### src/rtl/pc_seq_ctrl.sv
// rtl/pc_seq_ctrl.sv - PC sequencer: fetch handshake, retire/jump selection, halt/resume, fetch watchdog
// Optional breakpoint comparator enabled by defining PC_SEQ_BREAKPOINT_EN.
module pc_seq_ctrl #(
    parameter int BOOT_CYCLES = 2,
    parameter int MEM_TIMEOUT = 255,
    parameter int CNT_W       = 32,
    localparam int PC_OP_LEN  = 3
) (
    input  logic                 clk,
    input  logic                 rst,
    input  logic [31:0]          pc,
    output logic                 imem_req,
    input  logic                 imem_ready,
    input  logic                 dec_valid,
    input  logic [2:0]           dec_kind,
    input  logic                 br_taken,
    input  logic                 stall,
    input  logic                 resume,
`ifdef PC_SEQ_BREAKPOINT_EN
    input  logic                 bp_en,
    input  logic [31:0]          bp_addr,
`endif
    output logic [PC_OP_LEN-1:0] pc_op,
    output logic                 instr_fire,
    output logic                 halted,
    output logic                 fault,
    output logic [CNT_W-1:0]     instret
);

    localparam logic [PC_OP_LEN-1:0] PC_OP_HALT       = 3'd0;
    localparam logic [PC_OP_LEN-1:0] PC_OP_NEXT_STEP  = 3'd1;
    localparam logic [PC_OP_LEN-1:0] PC_OP_IMM_JMP    = 3'd2;
    localparam logic [PC_OP_LEN-1:0] PC_OP_OFFSET_JMP = 3'd3;
    localparam logic [PC_OP_LEN-1:0] PC_OP_REG_JMP    = 3'd4;

    localparam logic [2:0] K_J    = 3'd1;
    localparam logic [2:0] K_BR   = 3'd2;
    localparam logic [2:0] K_JR   = 3'd3;
    localparam logic [2:0] K_HALT = 3'd4;

    localparam int BOOT_W = $clog2(BOOT_CYCLES + 1);
    localparam int WD_W   = $clog2(MEM_TIMEOUT + 1);

    typedef enum logic [1:0] {S_BOOT, S_FETCH, S_EXEC, S_HALTED} state_t;

    state_t            r_state;
    state_t            w_state_next;
    logic [BOOT_W-1:0] r_boot_cnt;
    logic [WD_W-1:0]   r_wd;
    logic              r_fault;
    logic [CNT_W-1:0]  r_instret;

    logic w_boot_done;
    logic w_wd_expire;
    logic w_retire;
    logic w_bp_hit;

    assign w_boot_done = (r_boot_cnt == BOOT_W'(BOOT_CYCLES - 1));
    assign w_wd_expire = (r_wd == WD_W'(MEM_TIMEOUT - 1)) && !imem_ready;
    assign w_retire    = (r_state == S_EXEC) && dec_valid && !stall;

`ifdef PC_SEQ_BREAKPOINT_EN
    // The skip flag lets the fetch right after a resume pass the breakpoint once.
    logic r_bp_skip;
    assign w_bp_hit = (r_state == S_FETCH) && bp_en && (pc == bp_addr) && !r_bp_skip;

    always_ff @(posedge clk or posedge rst) begin
        if (rst) begin
            r_bp_skip <= 1'b0;
        end else if (r_state == S_HALTED && resume && !r_fault) begin
            r_bp_skip <= 1'b1;
        end else if (r_state == S_FETCH && (imem_ready || w_wd_expire)) begin
            r_bp_skip <= 1'b0;
        end
    end
`else
    logic w_unused_pc;
    assign w_unused_pc = ^pc;
    assign w_bp_hit    = 1'b0;
`endif

    always_ff @(posedge clk or posedge rst) begin
        if (rst) begin
            r_state <= S_BOOT;
        end else begin
            r_state <= w_state_next;
        end
    end

    always_comb begin
        w_state_next = r_state;
        case (r_state)
            S_BOOT: begin
                if (w_boot_done) w_state_next = S_FETCH;
            end
            S_FETCH: begin
                if (w_bp_hit)         w_state_next = S_HALTED;
                else if (imem_ready)  w_state_next = S_EXEC;
                else if (w_wd_expire) w_state_next = S_HALTED;
            end
            S_EXEC: begin
                if (w_retire) w_state_next = (dec_kind == K_HALT) ? S_HALTED : S_FETCH;
            end
            S_HALTED: begin
                if (resume && !r_fault) w_state_next = S_FETCH;
            end
            default: w_state_next = S_BOOT;
        endcase
    end

    always_comb begin
        imem_req   = (r_state == S_FETCH) && !w_bp_hit;
        halted     = (r_state == S_HALTED);
        instr_fire = w_retire;
        pc_op      = PC_OP_HALT;
        if (w_retire) begin
            case (dec_kind)
                K_J:     pc_op = PC_OP_IMM_JMP;
                K_BR:    pc_op = br_taken ? PC_OP_OFFSET_JMP : PC_OP_NEXT_STEP;
                K_JR:    pc_op = PC_OP_REG_JMP;
                K_HALT:  pc_op = PC_OP_HALT;
                default: pc_op = PC_OP_NEXT_STEP;
            endcase
        end
    end

    always_ff @(posedge clk or posedge rst) begin
        if (rst) begin
            r_boot_cnt <= '0;
        end else if (r_state == S_BOOT && !w_boot_done) begin
            r_boot_cnt <= r_boot_cnt + BOOT_W'(1);
        end
    end

    // Watchdog only runs while a request is actually outstanding.
    always_ff @(posedge clk or posedge rst) begin
        if (rst) begin
            r_wd <= '0;
        end else if (r_state == S_FETCH && !imem_ready && !w_bp_hit) begin
            r_wd <= r_wd + WD_W'(1);
        end else begin
            r_wd <= '0;
        end
    end

    always_ff @(posedge clk or posedge rst) begin
        if (rst) begin
            r_fault <= 1'b0;
        end else if (r_state == S_FETCH && w_wd_expire && !w_bp_hit) begin
            r_fault <= 1'b1;
        end
    end

    always_ff @(posedge clk or posedge rst) begin
        if (rst) begin
            r_instret <= '0;
        end else if (w_retire) begin
            r_instret <= r_instret + CNT_W'(1);
        end
    end

    assign fault   = r_fault;
    assign instret = r_instret;

endmodule

### config.mk
export PLATFORM = sky130hd
export DESIGN_NAME = pc_seq_ctrl
export DESIGN_NICKNAME = d
export VERILOG_FILES = /design/src/rtl/pc_seq_ctrl.sv
export SDC_FILE = /design/constraint.sdc
export NUM_CORES = 1
export LEC_CHECK = 0
export BUFFER_PORTS_ARGS = -buffer_cell sky130_fd_sc_hd__buf_2
export CORE_UTILIZATION = 50
export CTS_BUF_LIST = sky130_fd_sc_hd__clkbuf_2 sky130_fd_sc_hd__clkbuf_4 sky130_fd_sc_hd__clkbuf_8
export DETAILED_ROUTE_END_ITERATION = 16
export GPL_ROUTABILITY_DRIVEN = 1
export HOLD_SLACK_MARGIN = 0.1
export PLACE_DENSITY_LB_ADDON = 0.3
export SLEW_MARGIN = 20
export SYNTH_ARGS = -nofsm -noshare
export SYNTH_HDL_FRONTEND = slang
export SYNTH_SLANG_ARGS = --single-unit
### constraint.sdc
create_clock -name clk -period 2.7 [get_ports clk]
set_input_delay 0.27 -clock clk [delete_from_list [all_inputs] [get_ports clk]]
set_output_delay 0.27 -clock clk [all_outputs]
set_load 0.01 [all_outputs]
# Word-level counts from Yosys, hierarchy flattened
# Index checks and enable logic that the tools add are counted.
# totals
register_bits,45
word_cells,45
in_bits,42
output_inout_bits,39
# classes
addsub,3
reduce_logical,13
n_eq_ne,13
n_mux,11
# ops
operator,n
$add 32x1->32 const B,1
$mux 2,7
$pmux 3 s4,1
$add 8x1->8 const B,1
$eq 8x8->1 const B,1
$mux 8,1
$pmux 2 s4,1
$logic_and 1x1->1,7
$eq 3x2->1 const B,2
$eq 2x1->1 const B,2
$eq 2x2->1 const B,2
$logic_not 1->1,4
$ne 2x2->1 const B,2
$reduce_and 4->1,1
$eq 3x1->1 const B,1
$eq 3x3->1 const B,1
$mux 3,1
$ne 3x1->1 const B,1
$add 2x1->2 const B,1
$logic_not 2->1,1
$ne 2x1->1 const B,1

# Logic depth before layout (Yosys ltp)
# logic_depth
word_depth,5
depth_mapped,7

# Worst setup path after synthesis
# OpenSTA, ideal clock, no wires.
# synth_path
path_type,reg2reg
startpoint,register r_state[0]
endpoint,register r_instret[25] (netlist: instret[25])
path_stages_with_launch,8
setup_slack_ns,0.987
period_less_slack_ns,1.713
setup_time_ns,0.125
required_time_ns,2.575
t_arrival_ns,1.587
cell_sequence,dfrtp_1 -> inv_1 -> ha_1 -> nand3b_4 -> nor4_4 -> buf_6 -> nand4_1 -> xnor2_1
# synth_via
elab_chain_cells,3
# synth_lines
element,line,rtl
"start, declared",46,state_t r_state;
"start signal, assigned",86,r_state <= w_state_next;
$eq 2x2->1,60,assign w_retire = (r_state == S_EXEC) && dec_valid && !stall;
$logic_and 1x1->1 (2 in series),60,
"end signal, assigned",158,r_instret <= r_instret + CNT_W'(1);
"end, declared",51,logic [CNT_W-1:0] r_instret;
# No other way between the ends.
# A chain may end at the register's enable or synchronous reset.

# Final worst setup path
# layout_path
startpoint,register r_state[0]
endpoint,register r_instret[28] (netlist: instret[28])
# The elaborated chain is that of the path after synthesis.

==> results.ini <==
[run_status]
outcome=completed

[grt]
grt_pass1_wl_um=6440
gr-total-overflow=0
grt_pass1_vias=1454
grt_antenna_before_repair=0
grt_start_max_net_pins=33
track_usage=0.187

[sta]
worst-slew-pin-transition_ns=0.648
setup_tns_ns=0
slew_headroom=0.565
hold_violations=0
setup_viol=0
fin_ws_ns=0.552
fmax_mhz=466
fin_skew_ns=0.0103
finalCritPeriodShare=0.796
fin_crit_ns=2.15
rsz0062_at_grt=no
drv_slew=0

[pwr]
pwr-share-seq=0.597
p_per_area_mw_per_mm2=435
p_clk_frac=0.378
p_switching_mw=0.262
p_total_mw=1.13
power_frac_comb=0.025
swShare=0.232
ir_drop_v=0.000360
p_int_mw=0.867
leakagePower_nw=1.35

[clock_network]
cts_resized=0
cts_num_sinks=45
cts_max_level=2
cts_buffer_depth=2
clkTransAtPathRegs_ns=0.09
cts_tree=built
cts-root-buf=clkbuf_8
clock_latency_ns=0.31
cts-buffers-inserted=5

[die]
start_util=0.536
core_area_mm2=0.00414
die-area_mm2=0.00471
die_w_um=68.6
die_y_um=68.6
num_rows=23
io_pins=81

[min_path]
worstHoldEndpoint=instret[0]
worstHoldStart=dec_valid
hold_path_class=in -> reg
whs_path_depth=3

[flow_run]
max_cap_viol_count=0

[final_layout]
drive_gt1_frac=0.249
fin_nets=306
area_delta_synth_final_pct=16.8
final_cells=307
fin_area_mm2=0.00259
antennaDiodeCount=0

[synthesis]
synthTopCellsByArea=dfrtp_1 51%, xnor2_1 11%, ha_1 4.5%, nand4_1 4.2%, nand3_1 3.6%
avgSynthCellArea_um2=10.9
synth-seq-cells=45
syn_nets=253
synth_top_area_cell=dfrtp_1
yosys.area.top_type_share=0.507
syn_inst=203
synth.distinct_cells=32
yosysWarnings=0
ys_seq_area_frac=0.507
synthesis.area_mm2=0.00222

[placed_design]
io_buffers=48
place_area_mm2=0.00249
hpwl_um=2880
placed_cells=298
gp_congestion=0.723
pre_cts_slack_ns=0.545

[setup_path]
rr_startpoint=r_state[0]
required_ns=2.89
reg2reg_depth=6
worst-setup-path-type=reg -> reg
worstReg2RegEnd=instret[28]
crit_fanout=11
r2r_slack_ns=0.55
worstSetupEndpointType=flip-flop
cp_data_arrival_time_ns=2.34
worstSetupStartpointType=flip-flop

[detailed_routing]
dr_total_vias=1622
wl_per_cell_um=13.0
antenna_left=0
first_iter_violations=98
viasPerCell=5.28
routed_wl_um=3980
firstDrtPassIters=4
drc_errors=0

-- sequential cells by signal (all words and copies together), names as in the netlist --
signal,flops
instret,32
r_wd,8
r_boot_cnt,2
r_state,2
fault,1
-- worst max path at each step --
| stage | startpoint | endpoint | cells past startpoint | slack, ns |
|---|---|---|---|---|
| global route | r_state[0] | instret[30] | 6 | 0.41 |
| finish | r_state[0] | instret[28] | 6 | 0.55 |
| CTS | r_state[0] | instret[28] | 6 | 0.53 |
| floorplan | r_state[0] | instret[25] | 7 | 0.99 |
| detailed placement | r_state[0] | instret[28] | 6 | 0.55 |
| global placement | r_state[0] | instret[28] | 6 | 0.58 |
-- layout by cell type (no fill, tap or decap) --
cell type      count
nand3_1           16
nand4_1           15
mux2i_1            2
clkbuf_8           5
clkinv_2           1
buf_2             48
inv_6              1
nand4b_1           1
clkinv_1           1
and3_1             3
nor3_1             5
o21ai_0            5
nand2b_1           2
clkinvlp_4         1
inv_1             12
nor4_4             2
nor4bb_1           1
dfrtp_1           45
nand4_4            1
xnor2_1           29
a21oi_1            5
dlygate4sd3_1      1
and3b_1            1
nor2_1            13
buf_4              2
and4_1             1
nand2_1           13
nand3b_4           1
ha_1               8
o2111ai_1          1
nor4_1             1
o31ai_1            1
and3_2             1
or3_1              2
and4_4             1
xor2_1             7
and2_1             2
-- layer usage --
layer	GRT usage	up-vias	routed length (um)
met4	0.0859	0	72
met1	0.252	795	1870
li1	-	798	-
met2	0.282	21	1930
met3	0.0444	8	108
met5	0	-	0
-- repair_timing --
item / CTS / global route
setup endpoints to repair: 0 / 0
hold buffers: 1 / 0
buffers inserted: 0 / 0
endpoints found under the hold margin: 13 / 0
-- cells by family (layout without fill, tap and decap cells) --
kind of cell    Yosys count  count (layout)  share of synthesized area
compound gates           12              12                     0.0299
flops                    45              45                      0.507
buf+inv                  18              72                     0.0423
fa+ha+maj                 8               8                     0.0451
simple gates             82              82                      0.224
mux                       2               2                    0.00902
xor+xnor                 36              36                      0.142
-- critical path, cell delays in order (launching register included) --
cell and delay [ns]:
dfrtp_1 0.42, inv_1 0.11, ha_1 0.27, nand4b_1 0.27
nor4_4 0.55, nand4_1 0.23, xnor2_1 0.18
-- layout make-up --
cell class / count / area, um^2
clock buffers: 5 / 68.8
clock inverters: 3 / 21.3
fillers: 359 / 1550
inverters: 13 / 48.8
multi-input cells: 140 / 1000
flip-flops and latches: 45 / 1130
well taps: 50 / 62.6
repair buffers: 51 / 265
-- synthesized netlist by cell type, drive strengths merged --
cell type and n:
xnor2 29, nand3 16, o2111ai 1, dfrtp 45, and4 2, and3b 1, and2 2, or3 2
buf 4, nand4b 1, xor2 7, ha 8, and3 4, nor4 3, nor3 5, o31ai 1
o21ai 5, nand2b 2, nor4bb 1, nand2 13, clkbuf 1, mux2i 2, inv 13, nand3b 1
a21oi 5, nand4 16, nor2 13
-- power groups by stage --
stage          clock network (mW)  logic, mW  registers [mW]
2_1_floorplan                   0     0.0145           0.687
3_3_place_gp                    0     0.0280           0.687
3_5_place_dp                    0     0.0285           0.687
4_1_cts                     0.437     0.0296           0.673
5_1_grt                     0.465     0.0337           0.673
6_report                    0.427     0.0284           0.673
-- through the flow --
step / hold slack [ns] / utilization
after floorplan: 0.450 / -
after global placement: 0.256 / 0.601
after detailed placement: 0.255 / 0.601
after CTS: 0.348 / 0.626
after global routing: 0.355 / 0.626
final: 0.355 / 0.626
Note: power is estimated with default switching activity, not from simulation.
